File: src/rtl/array_0_7_ctrl_if.sv
// Requester/array bundle for array_0_7_ctrl: two read requesters, one writer,
// flush/init status and the 1R/1W array macro ports.
interface array_0_7_ctrl_if #(
  parameter int ADDR_W = 8,
  parameter int DATA_W = 6
);
  logic              flush;
  logic              init_done;

  logic              rd0_req_valid;
  logic              rd0_req_ready;
  logic [ADDR_W-1:0] rd0_req_addr;
  logic              rd0_resp_valid;
  logic [DATA_W-1:0] rd0_resp_data;

  logic              rd1_req_valid;
  logic              rd1_req_ready;
  logic [ADDR_W-1:0] rd1_req_addr;
  logic              rd1_resp_valid;
  logic [DATA_W-1:0] rd1_resp_data;

  logic              wr_valid;
  logic              wr_ready;
  logic [ADDR_W-1:0] wr_addr;
  logic [DATA_W-1:0] wr_data;

  logic              sram_R0_en;
  logic [ADDR_W-1:0] sram_R0_addr;
  logic [DATA_W-1:0] sram_R0_data;
  logic              sram_W0_en;
  logic [ADDR_W-1:0] sram_W0_addr;
  logic [DATA_W-1:0] sram_W0_data;
  logic              sram_W0_mask;

  // Requesters plus the array macro, seen from outside the controller
  modport master (
    output flush, rd0_req_valid, rd0_req_addr, rd1_req_valid, rd1_req_addr,
           wr_valid, wr_addr, wr_data, sram_R0_data,
    input  init_done, rd0_req_ready, rd0_resp_valid, rd0_resp_data,
           rd1_req_ready, rd1_resp_valid, rd1_resp_data, wr_ready,
           sram_R0_en, sram_R0_addr, sram_W0_en, sram_W0_addr, sram_W0_data,
           sram_W0_mask
  );

  modport slave (
    input  flush, rd0_req_valid, rd0_req_addr, rd1_req_valid, rd1_req_addr,
           wr_valid, wr_addr, wr_data, sram_R0_data,
    output init_done, rd0_req_ready, rd0_resp_valid, rd0_resp_data,
           rd1_req_ready, rd1_resp_valid, rd1_resp_data, wr_ready,
           sram_R0_en, sram_R0_addr, sram_W0_en, sram_W0_addr, sram_W0_data,
           sram_W0_mask
  );
endinterface

File: src/rtl/array_0_7_ctrl.sv
// Controller for a 2**ADDR_W x DATA_W 1R/1W metadata array: zero-fill on reset/flush,
// round-robin read port sharing, write pass-through. ARRAY_CTRL_PERF_EN adds perf counters.
module array_0_7_ctrl #(
  parameter int                ADDR_W   = 8,
  parameter int                DATA_W   = 6,
  parameter logic [DATA_W-1:0] INIT_VAL = '0
) (
  input  logic                 clock,
  input  logic                 reset,
  array_0_7_ctrl_if.slave      bus
`ifdef ARRAY_CTRL_PERF_EN
  ,
  output logic [15:0]          perf_rd_conflict,
  output logic [15:0]          perf_wr_cnt,
  output logic [7:0]           perf_init_cnt
`endif
);

  typedef enum logic {INIT, RUN} state_t;

  localparam logic [ADDR_W-1:0] LAST_ADDR = '1;

  state_t            state;
  logic [ADDR_W-1:0] init_ptr;
  logic              rr_ptr;
  logic              init_done;
  logic              rd0_resp_valid;
  logic              rd1_resp_valid;
  logic              grant0;
  logic              grant1;
  logic              contended;
  logic              in_run;

  assign in_run    = (state == RUN);
  assign contended = in_run && bus.rd0_req_valid && bus.rd1_req_valid;

  // rr_ptr only matters when both requesters collide; otherwise the lone one wins
  always_comb begin
    grant0 = 1'b0;
    grant1 = 1'b0;
    if (in_run) begin
      if (bus.rd0_req_valid && bus.rd1_req_valid) begin
        grant0 = ~rr_ptr;
        grant1 = rr_ptr;
      end else begin
        grant0 = bus.rd0_req_valid;
        grant1 = bus.rd1_req_valid;
      end
    end
  end

  assign bus.rd0_req_ready  = grant0;
  assign bus.rd1_req_ready  = grant1;
  assign bus.sram_R0_en     = grant0 | grant1;
  assign bus.sram_R0_addr   = grant1 ? bus.rd1_req_addr : bus.rd0_req_addr;

  assign bus.wr_ready       = in_run;
  assign bus.sram_W0_en     = in_run ? bus.wr_valid : 1'b1;
  assign bus.sram_W0_addr   = in_run ? bus.wr_addr  : init_ptr;
  assign bus.sram_W0_data   = in_run ? bus.wr_data  : INIT_VAL;
  assign bus.sram_W0_mask   = 1'b1;

  assign bus.init_done      = init_done;
  assign bus.rd0_resp_valid = rd0_resp_valid;
  assign bus.rd1_resp_valid = rd1_resp_valid;
  assign bus.rd0_resp_data  = bus.sram_R0_data;
  assign bus.rd1_resp_data  = bus.sram_R0_data;

  // A flush in RUN still lets that cycle's read/write go through; only the next cycle re-inits
  always_ff @(posedge clock or posedge reset) begin
    if (reset) begin
      state          <= INIT;
      init_ptr       <= '0;
      rr_ptr         <= 1'b0;
      init_done      <= 1'b0;
      rd0_resp_valid <= 1'b0;
      rd1_resp_valid <= 1'b0;
    end else begin
      rd0_resp_valid <= grant0;
      rd1_resp_valid <= grant1;
      if (contended) begin
        rr_ptr <= ~rr_ptr;
      end
      case (state)
        INIT: begin
          if (bus.flush) begin
            init_ptr <= '0;
          end else if (init_ptr == LAST_ADDR) begin
            state     <= RUN;
            init_ptr  <= '0;
            init_done <= 1'b1;
          end else begin
            init_ptr <= init_ptr + 1'b1;
          end
        end
        RUN: begin
          if (bus.flush) begin
            state     <= INIT;
            init_ptr  <= '0;
            init_done <= 1'b0;
          end
        end
        default: state <= INIT;
      endcase
    end
  end

`ifdef ARRAY_CTRL_PERF_EN
  logic init_complete;
  logic wr_accept;

  assign init_complete = (state == INIT) && !bus.flush && (init_ptr == LAST_ADDR);
  assign wr_accept     = in_run && bus.wr_valid;

  // Saturating counters; flush deliberately leaves them alone
  always_ff @(posedge clock or posedge reset) begin
    if (reset) begin
      perf_rd_conflict <= '0;
      perf_wr_cnt      <= '0;
      perf_init_cnt    <= '0;
    end else begin
      if (contended && (perf_rd_conflict != '1)) begin
        perf_rd_conflict <= perf_rd_conflict + 16'd1;
      end
      if (wr_accept && (perf_wr_cnt != '1)) begin
        perf_wr_cnt <= perf_wr_cnt + 16'd1;
      end
      if (init_complete && (perf_init_cnt != '1)) begin
        perf_init_cnt <= perf_init_cnt + 8'd1;
      end
    end
  end
`endif

endmodule

File: src/flat_wrapper.sv
// flat-port wrapper written by rule: the top's interface ports become plain ports
module array_0_7_ctrl_flat 
#(
  parameter int                ADDR_W   = 8,
  parameter int                DATA_W   = 6,
  parameter logic [DATA_W-1:0] INIT_VAL = '0
)
  (clock, reset, bus_flush, bus_rd0_req_valid, bus_rd0_req_addr, bus_rd1_req_valid, bus_rd1_req_addr, bus_wr_valid, bus_wr_addr, bus_wr_data, bus_sram_R0_data, bus_init_done, bus_rd0_req_ready, bus_rd0_resp_valid, bus_rd0_resp_data, bus_rd1_req_ready, bus_rd1_resp_valid, bus_rd1_resp_data, bus_wr_ready, bus_sram_R0_en, bus_sram_R0_addr, bus_sram_W0_en, bus_sram_W0_addr, bus_sram_W0_data, bus_sram_W0_mask);
  array_0_7_ctrl_if #(.ADDR_W(ADDR_W), .DATA_W(DATA_W)) bus_i ();
  input  logic clock;
  input  logic reset;
  input wire logic [$bits(bus_i.flush)-1:0] bus_flush;
  input wire logic [$bits(bus_i.rd0_req_valid)-1:0] bus_rd0_req_valid;
  input wire logic [$bits(bus_i.rd0_req_addr)-1:0] bus_rd0_req_addr;
  input wire logic [$bits(bus_i.rd1_req_valid)-1:0] bus_rd1_req_valid;
  input wire logic [$bits(bus_i.rd1_req_addr)-1:0] bus_rd1_req_addr;
  input wire logic [$bits(bus_i.wr_valid)-1:0] bus_wr_valid;
  input wire logic [$bits(bus_i.wr_addr)-1:0] bus_wr_addr;
  input wire logic [$bits(bus_i.wr_data)-1:0] bus_wr_data;
  input wire logic [$bits(bus_i.sram_R0_data)-1:0] bus_sram_R0_data;
  output wire logic [$bits(bus_i.init_done)-1:0] bus_init_done;
  output wire logic [$bits(bus_i.rd0_req_ready)-1:0] bus_rd0_req_ready;
  output wire logic [$bits(bus_i.rd0_resp_valid)-1:0] bus_rd0_resp_valid;
  output wire logic [$bits(bus_i.rd0_resp_data)-1:0] bus_rd0_resp_data;
  output wire logic [$bits(bus_i.rd1_req_ready)-1:0] bus_rd1_req_ready;
  output wire logic [$bits(bus_i.rd1_resp_valid)-1:0] bus_rd1_resp_valid;
  output wire logic [$bits(bus_i.rd1_resp_data)-1:0] bus_rd1_resp_data;
  output wire logic [$bits(bus_i.wr_ready)-1:0] bus_wr_ready;
  output wire logic [$bits(bus_i.sram_R0_en)-1:0] bus_sram_R0_en;
  output wire logic [$bits(bus_i.sram_R0_addr)-1:0] bus_sram_R0_addr;
  output wire logic [$bits(bus_i.sram_W0_en)-1:0] bus_sram_W0_en;
  output wire logic [$bits(bus_i.sram_W0_addr)-1:0] bus_sram_W0_addr;
  output wire logic [$bits(bus_i.sram_W0_data)-1:0] bus_sram_W0_data;
  output wire logic [$bits(bus_i.sram_W0_mask)-1:0] bus_sram_W0_mask;
  assign bus_i.flush = bus_flush;
  assign bus_i.rd0_req_valid = bus_rd0_req_valid;
  assign bus_i.rd0_req_addr = bus_rd0_req_addr;
  assign bus_i.rd1_req_valid = bus_rd1_req_valid;
  assign bus_i.rd1_req_addr = bus_rd1_req_addr;
  assign bus_i.wr_valid = bus_wr_valid;
  assign bus_i.wr_addr = bus_wr_addr;
  assign bus_i.wr_data = bus_wr_data;
  assign bus_i.sram_R0_data = bus_sram_R0_data;
  assign bus_init_done = bus_i.init_done;
  assign bus_rd0_req_ready = bus_i.rd0_req_ready;
  assign bus_rd0_resp_valid = bus_i.rd0_resp_valid;
  assign bus_rd0_resp_data = bus_i.rd0_resp_data;
  assign bus_rd1_req_ready = bus_i.rd1_req_ready;
  assign bus_rd1_resp_valid = bus_i.rd1_resp_valid;
  assign bus_rd1_resp_data = bus_i.rd1_resp_data;
  assign bus_wr_ready = bus_i.wr_ready;
  assign bus_sram_R0_en = bus_i.sram_R0_en;
  assign bus_sram_R0_addr = bus_i.sram_R0_addr;
  assign bus_sram_W0_en = bus_i.sram_W0_en;
  assign bus_sram_W0_addr = bus_i.sram_W0_addr;
  assign bus_sram_W0_data = bus_i.sram_W0_data;
  assign bus_sram_W0_mask = bus_i.sram_W0_mask;
  array_0_7_ctrl #(.ADDR_W(ADDR_W), .DATA_W(DATA_W), .INIT_VAL(INIT_VAL)) u_core (.clock(clock), .reset(reset), .bus(bus_i));
endmodule
File: config.mk
export PLATFORM = sky130hd
export DESIGN_NAME = array_0_7_ctrl_flat
export DESIGN_NICKNAME = d
export VERILOG_FILES = /design/src/rtl/array_0_7_ctrl_if.sv /design/src/rtl/array_0_7_ctrl.sv /design/src/flat_wrapper.sv
export SDC_FILE = /design/constraint.sdc
export NUM_CORES = 1
export LEC_CHECK = 0
export CAP_MARGIN = 20
export CORE_MARGIN = 5
export CORE_UTILIZATION = 34
export CTS_CLUSTER_DIAMETER = 200
export DETAILED_ROUTE_END_ITERATION = 7
export GPL_ROUTABILITY_DRIVEN = 0
export PLACE_DENSITY = 0.95
export SYNTH_ARGS = -nofsm -noshare
export SYNTH_HDL_FRONTEND = slang
export SYNTH_SLANG_ARGS = --single-unit
File: constraint.sdc
create_clock -name clock -period 2.6 [get_ports clock]
set_input_delay 0.39 -clock clock [delete_from_list [all_inputs] [get_ports clock]]
set_output_delay 0.39 -clock clock [all_outputs]
set_load 0.02 [all_outputs]
======== Word-level counts from Yosys, hierarchy flattened ========
Cells that the tools add are included.
Widths: inputs -> output; s select.
operators by class
  $add $sub $neg .......................... 1
  $mul .................................... 0
  divide/modulo/power cells ............... 0
  magnitude comparators ................... 0
  equality and inequality tests ........... 4
  shift operators ......................... 0
  muxes and demuxes ....................... 20
  bitwise gates (word level) .............. 3
  reduce and logical (&&, ||, !) cells .... 4
operators with widths
  operator             number
  $mux 8               5
  $pmux 8 s2           1
  $mux 1               11
  $add 8x1->8 const B  1
  $eq 8x8->1 const B   1
  $mux 6               1
  $ne 2x2->1 const B   2
  $pmux 1 s2           2
  $logic_and 1x1->1    3
  $reduce_and 3->1     1
  $ne 2x1->1 const B   1
  $not 1->1            2
  $or 1x1->1           1
storage, ports and cells
  flip-flop bits (word level) ............. 13
  latch bits .............................. 0
  RAM bits ................................ 0
  ROM bits ................................ 0
  input port bits ......................... 42
  output and inout port bits .............. 43
  word-level logic and storage cells ...... 38
  memories ................................ 0

======== Longest topological paths before layout ========
  word-level depth ........................ 4
  gate-level depth with buffers ........... 5
  gate-level depth less buffers ........... 4

======== Worst setup path after synthesis ========
No wires, ideal clock.
  path type ............................... register to output
  start ................................... reg u_core.state, in the netlist u_core.bus.wr_ready
  end ..................................... out bus_sram_R0_addr[5]
  arrival time ............................ 1.517 ns
  required time ........................... 2.210 ns
  slack ................................... 0.693 ns
  stages on the path, launching flop included .. 5
  path buffers ............................ 1
  path through ............................ dfrtp_1 buf_2 nand2_1 a21oi_4 mux2_1
between the ends
  word-level cells in the longest chain between the ends .. 2
RTL lines
  item                      line                  source
  start: declaration        array_0_7_ctrl.sv:23  state_t state;
  start signal: assignment  array_0_7_ctrl.sv:72  state <= INIT;
  start signal: assignment  array_0_7_ctrl.sv:89  state <= RUN;
  start signal: assignment  array_0_7_ctrl.sv:98  state <= INIT;
  $mux 1                    array_0_7_ctrl.sv:41  if (in_run) begin
  via bus_rd1_req_ready     flat_wrapper.sv:25    output wire logic [$bits(bus_i.rd1_req_ready)-1:0] bus_rd1_req_ready;
  $mux 8                    array_0_7_ctrl.sv:55  assign bus.sram_R0_addr = grant1 ? bus.rd1_req_addr : bus.rd0_req_addr;
  end: declaration          flat_wrapper.sv:30    output wire logic [$bits(bus_i.sram_R0_addr)-1:0] bus_sram_R0_addr;
The timed path passes the listed nets, and every way through them passes these cells.

======== Final worst setup path ========
  start ................................... in bus_rd1_req_valid
  end ..................................... out bus_sram_R0_addr[6]
between the ends
  word-level cells in the longest chain between the ends .. 4
RTL lines
  item                line                  source
  start: declaration  flat_wrapper.sv:15    input wire logic [$bits(bus_i.rd1_req_valid)-1:0] bus_rd1_req_valid;
  $logic_and 1x1->1   array_0_7_ctrl.sv:42  if (bus.rd0_req_valid && bus.rd1_req_valid) begin
  $mux 1 *            array_0_7_ctrl.sv:42
  $mux 1 *            array_0_7_ctrl.sv:41
  $mux 8 *            array_0_7_ctrl.sv:55
Mark *: on every way between the ends. The rest lies on a longest branch, timed or not.

==> impl_results.md <==
* Status: complete, no violations
* DRC Markers at 0
* Leak at 0.6317 nW
* Drt via density at 5.116
* Max Transition Viols Final at 0
* Wire length on met3 at 309 µm
* Total chip power at 0.4867 mW
* Fin util at 0.5821
* Peak VDD IR at 0.2772 mV
* Uppermost layer routed: met4
* EDFF count, synth at 0
* Setup crit end kind: output port
* Clock Pin Slew Worst Setup and Hold Paths at 0.09 ns
* Power Density at 303.2 mW/mm²
* Synth warn at 0
* Antenna-violating nets left at 0
* Initial DRC count at 18
* Cell count after synthesis at 104
* Final min period at 2.540 ns
* Number of distinct library cells after synthesis at 32
* CTS tree: done
* Seq/Total Area, Yosys at 0.3351
* Die Wd at 63.44 µm
* Final-stage net count at 203
* Worst path required time at 2.21 ns
* Internal at 0.3551 mW
* P&R area growth vs syn at 65.34%
* Number of core rows at 19
* Routed wire length at 2.792 mm
* Clock Latency Late Sink at 0.28 ns
* Crit start category: primary input
* Total clock sinks at 13
* Die height at 63.44 µm
* N_diodes at 0
* R2R cell count at 4
* Final Hold Viols at 0
* Length of routed wiring on met1 at 932 µm
* Commonest non-fill, non-tap cell in the layout: clkdlybuf4s50_1
* Die area at 0.004025 mm²
* Clock power share at 0.267
* Drt wl/cell at 14.69 µm
* Cell area after synthesis at 970.9 µm²
* I/O Buffers at 65
* DR WL met2 at 1.521 mm
* Crit share post-route at 0.9768
* CTS Buf Count at 3
* Starting density of the core at 0.3521
* Most frequent cells in the layout: clkdlybuf4s50_1, mux2_2, dfrtp_1
* Filler Cells Inserted at 243
* Grt ovf at 0
* IO Count at 85
* Vias in the first global route at 1079
* Detailed Place HPWL at 2.186 mm
* Seq pwr share at 0.453
* Worst-path fanout max at 5
* First-pass GRT wire length at 4.457 mm
* Via count at 972
* Largest net degree at the start of global routing at 30
* Gate power share at 0.280
* Async S/R FF share, synth at 1.000
* Final setup viols at 0
* Crit Path Class: primary input to output port
* Clock root cell: clkbuf_4
* Post-route worst setup slack at 0.06033 ns
* WHS at 0.4267 ns
* Hold Path Class: primary input to async pin
* CP arrival at 2.15 ns
* Layout cells sized above 1 at 0.1572
* Switching pwr at 0.1316 mW
* TritonRoute pass-1 iters at 4
* Pre-CTS setup slack at 0.03961 ns
* Initial antenna violation count at 0
* Number of synthesized register bits at 13
* Post-Syn Nets at 147
* GRT Total Usage at 0.1353
* Main synth FF type: dfrtp_1
* Worst Clk Skew at 0.005996 ns
* Fmax at 393.8 MHz
* Clock tree buffer depth at 2
* Mean post-synth cell area at 9.336 µm²
* Depth of the CTS H-tree at 1
* Core footprint at 0.002758 mm²
* Sw Share at 0.2704
* Max Cap Viol at 0
stage by stage:
| step | TNS, ns | cells | area, µm² |
|---|---|---|---|
| floorplan | 0 | 104 | 970.9 |
| global placement | 0 | 184 | 1555 |
| detailed placement | 0 | 184 | 1555 |
| CTS | 0 | 188 | 1582 |
| global route | -0.01395 | 190 | 1605 |
| finish | 0 | 190 | 1605 |
routing by layer:
layer	track usage	vias to the layer above
li1	-	460
met1	0.1195	456
met2	0.2563	52
met3	0.06572	4
met4	0.05195	0
met5	0	-
final timing paths:
kind / slack (ns) / start / endpoint
min reg2reg: 0.51 / u_core.bus.init_done / u_core.bus.init_done
max in group asynchronous: 1.84 / reset / u_core.rr_ptr
max: 0.06 / bus_rd1_req_valid / bus_sram_R0_addr[6]
max reg2reg: 1.11 / u_core.bus.wr_ready / u_core.init_ptr[6]
min: 0.43 / reset / u_core.init_ptr[6]
min in group clock: 0.51 / u_core.bus.init_done / u_core.bus.init_done
area by class of cell:
cell class | count | area, µm² | area share
Tap cell | 31 | 38.79 | 0.02416
Sequential cell | 13 | 325.3 | 0.2026
Timing Repair Buffer | 68 | 673.1 | 0.4193
Multi-Input combinational cell | 70 | 526.8 | 0.3281
Clock buffer | 4 | 26.28 | 0.01637
Inverter | 4 | 15.01 | 0.009353
flip-flops by register name, summed over array words and instances, names as in the netlist:
register and cells:
u_core.init_ptr 8, u_core.bus.rd0_resp_valid 1, u_core.rr_ptr 1, u_core.bus.rd1_resp_valid 1, u_core.bus.init_done 1, u_core.bus.wr_ready 1
kinds of logic (layout without fill, tap and decap cells):
kind of cell | Yosys count | count (layout) | share of synthesized area
other | 1 | 1 | 0.003862
muxes | 16 | 16 | 0.1843
and+or+nand+nor | 32 | 32 | 0.1778
adders and majority gates | 1 | 1 | 0.01288
AOI/OAI and AO/OA | 16 | 17 | 0.1199
buffers and inverters | 22 | 76 | 0.1392
xor gates and xnor gates | 3 | 3 | 0.02707
DFF | 13 | 13 | 0.3350
worst max-delay path: stages:
cell             delay [ns]
clkdlybuf4s50_1        0.49
nand2_1                0.14
a21oi_4                0.23
mux2_2                 0.36
clkdlybuf4s50_1        0.54
synthesized netlist by cell type, types with 2 or more instances:
library cell,n,share of area
xnor2_1,2,0.018
a21oi_1,4,0.021
nand2_1,7,0.027
mux2_2,14,0.16
nand3_1,4,0.021
buf_2,3,0.015
inv_1,4,0.015
dfrtp_1,13,0.34
nor2_1,6,0.023
or4_1,2,0.015
o31ai_1,2,0.015
o21ai_0,4,0.021
buf_4,13,0.10
and2_1,6,0.039
clkbuf_1,2,0.0077
nand2b_1,2,0.013
repair_timing:
item                                    CTS  global route
resized for setup                         0             1
endpoints found under the setup margin    0             8
hold buffers                              0             0
buffers inserted                          0             1
power groups by stage:
stage	sequential (mW)	combinational, mW	clock, mW
after floorplan	0.222	0.0794	0
after global placement	0.224	0.132	0
after detailed placement	0.224	0.135	0
after CTS	0.220	0.136	0.131
after global routing	0.221	0.148	0.143
final	0.220	0.137	0.130
Power figures use the tool's default switching activity.
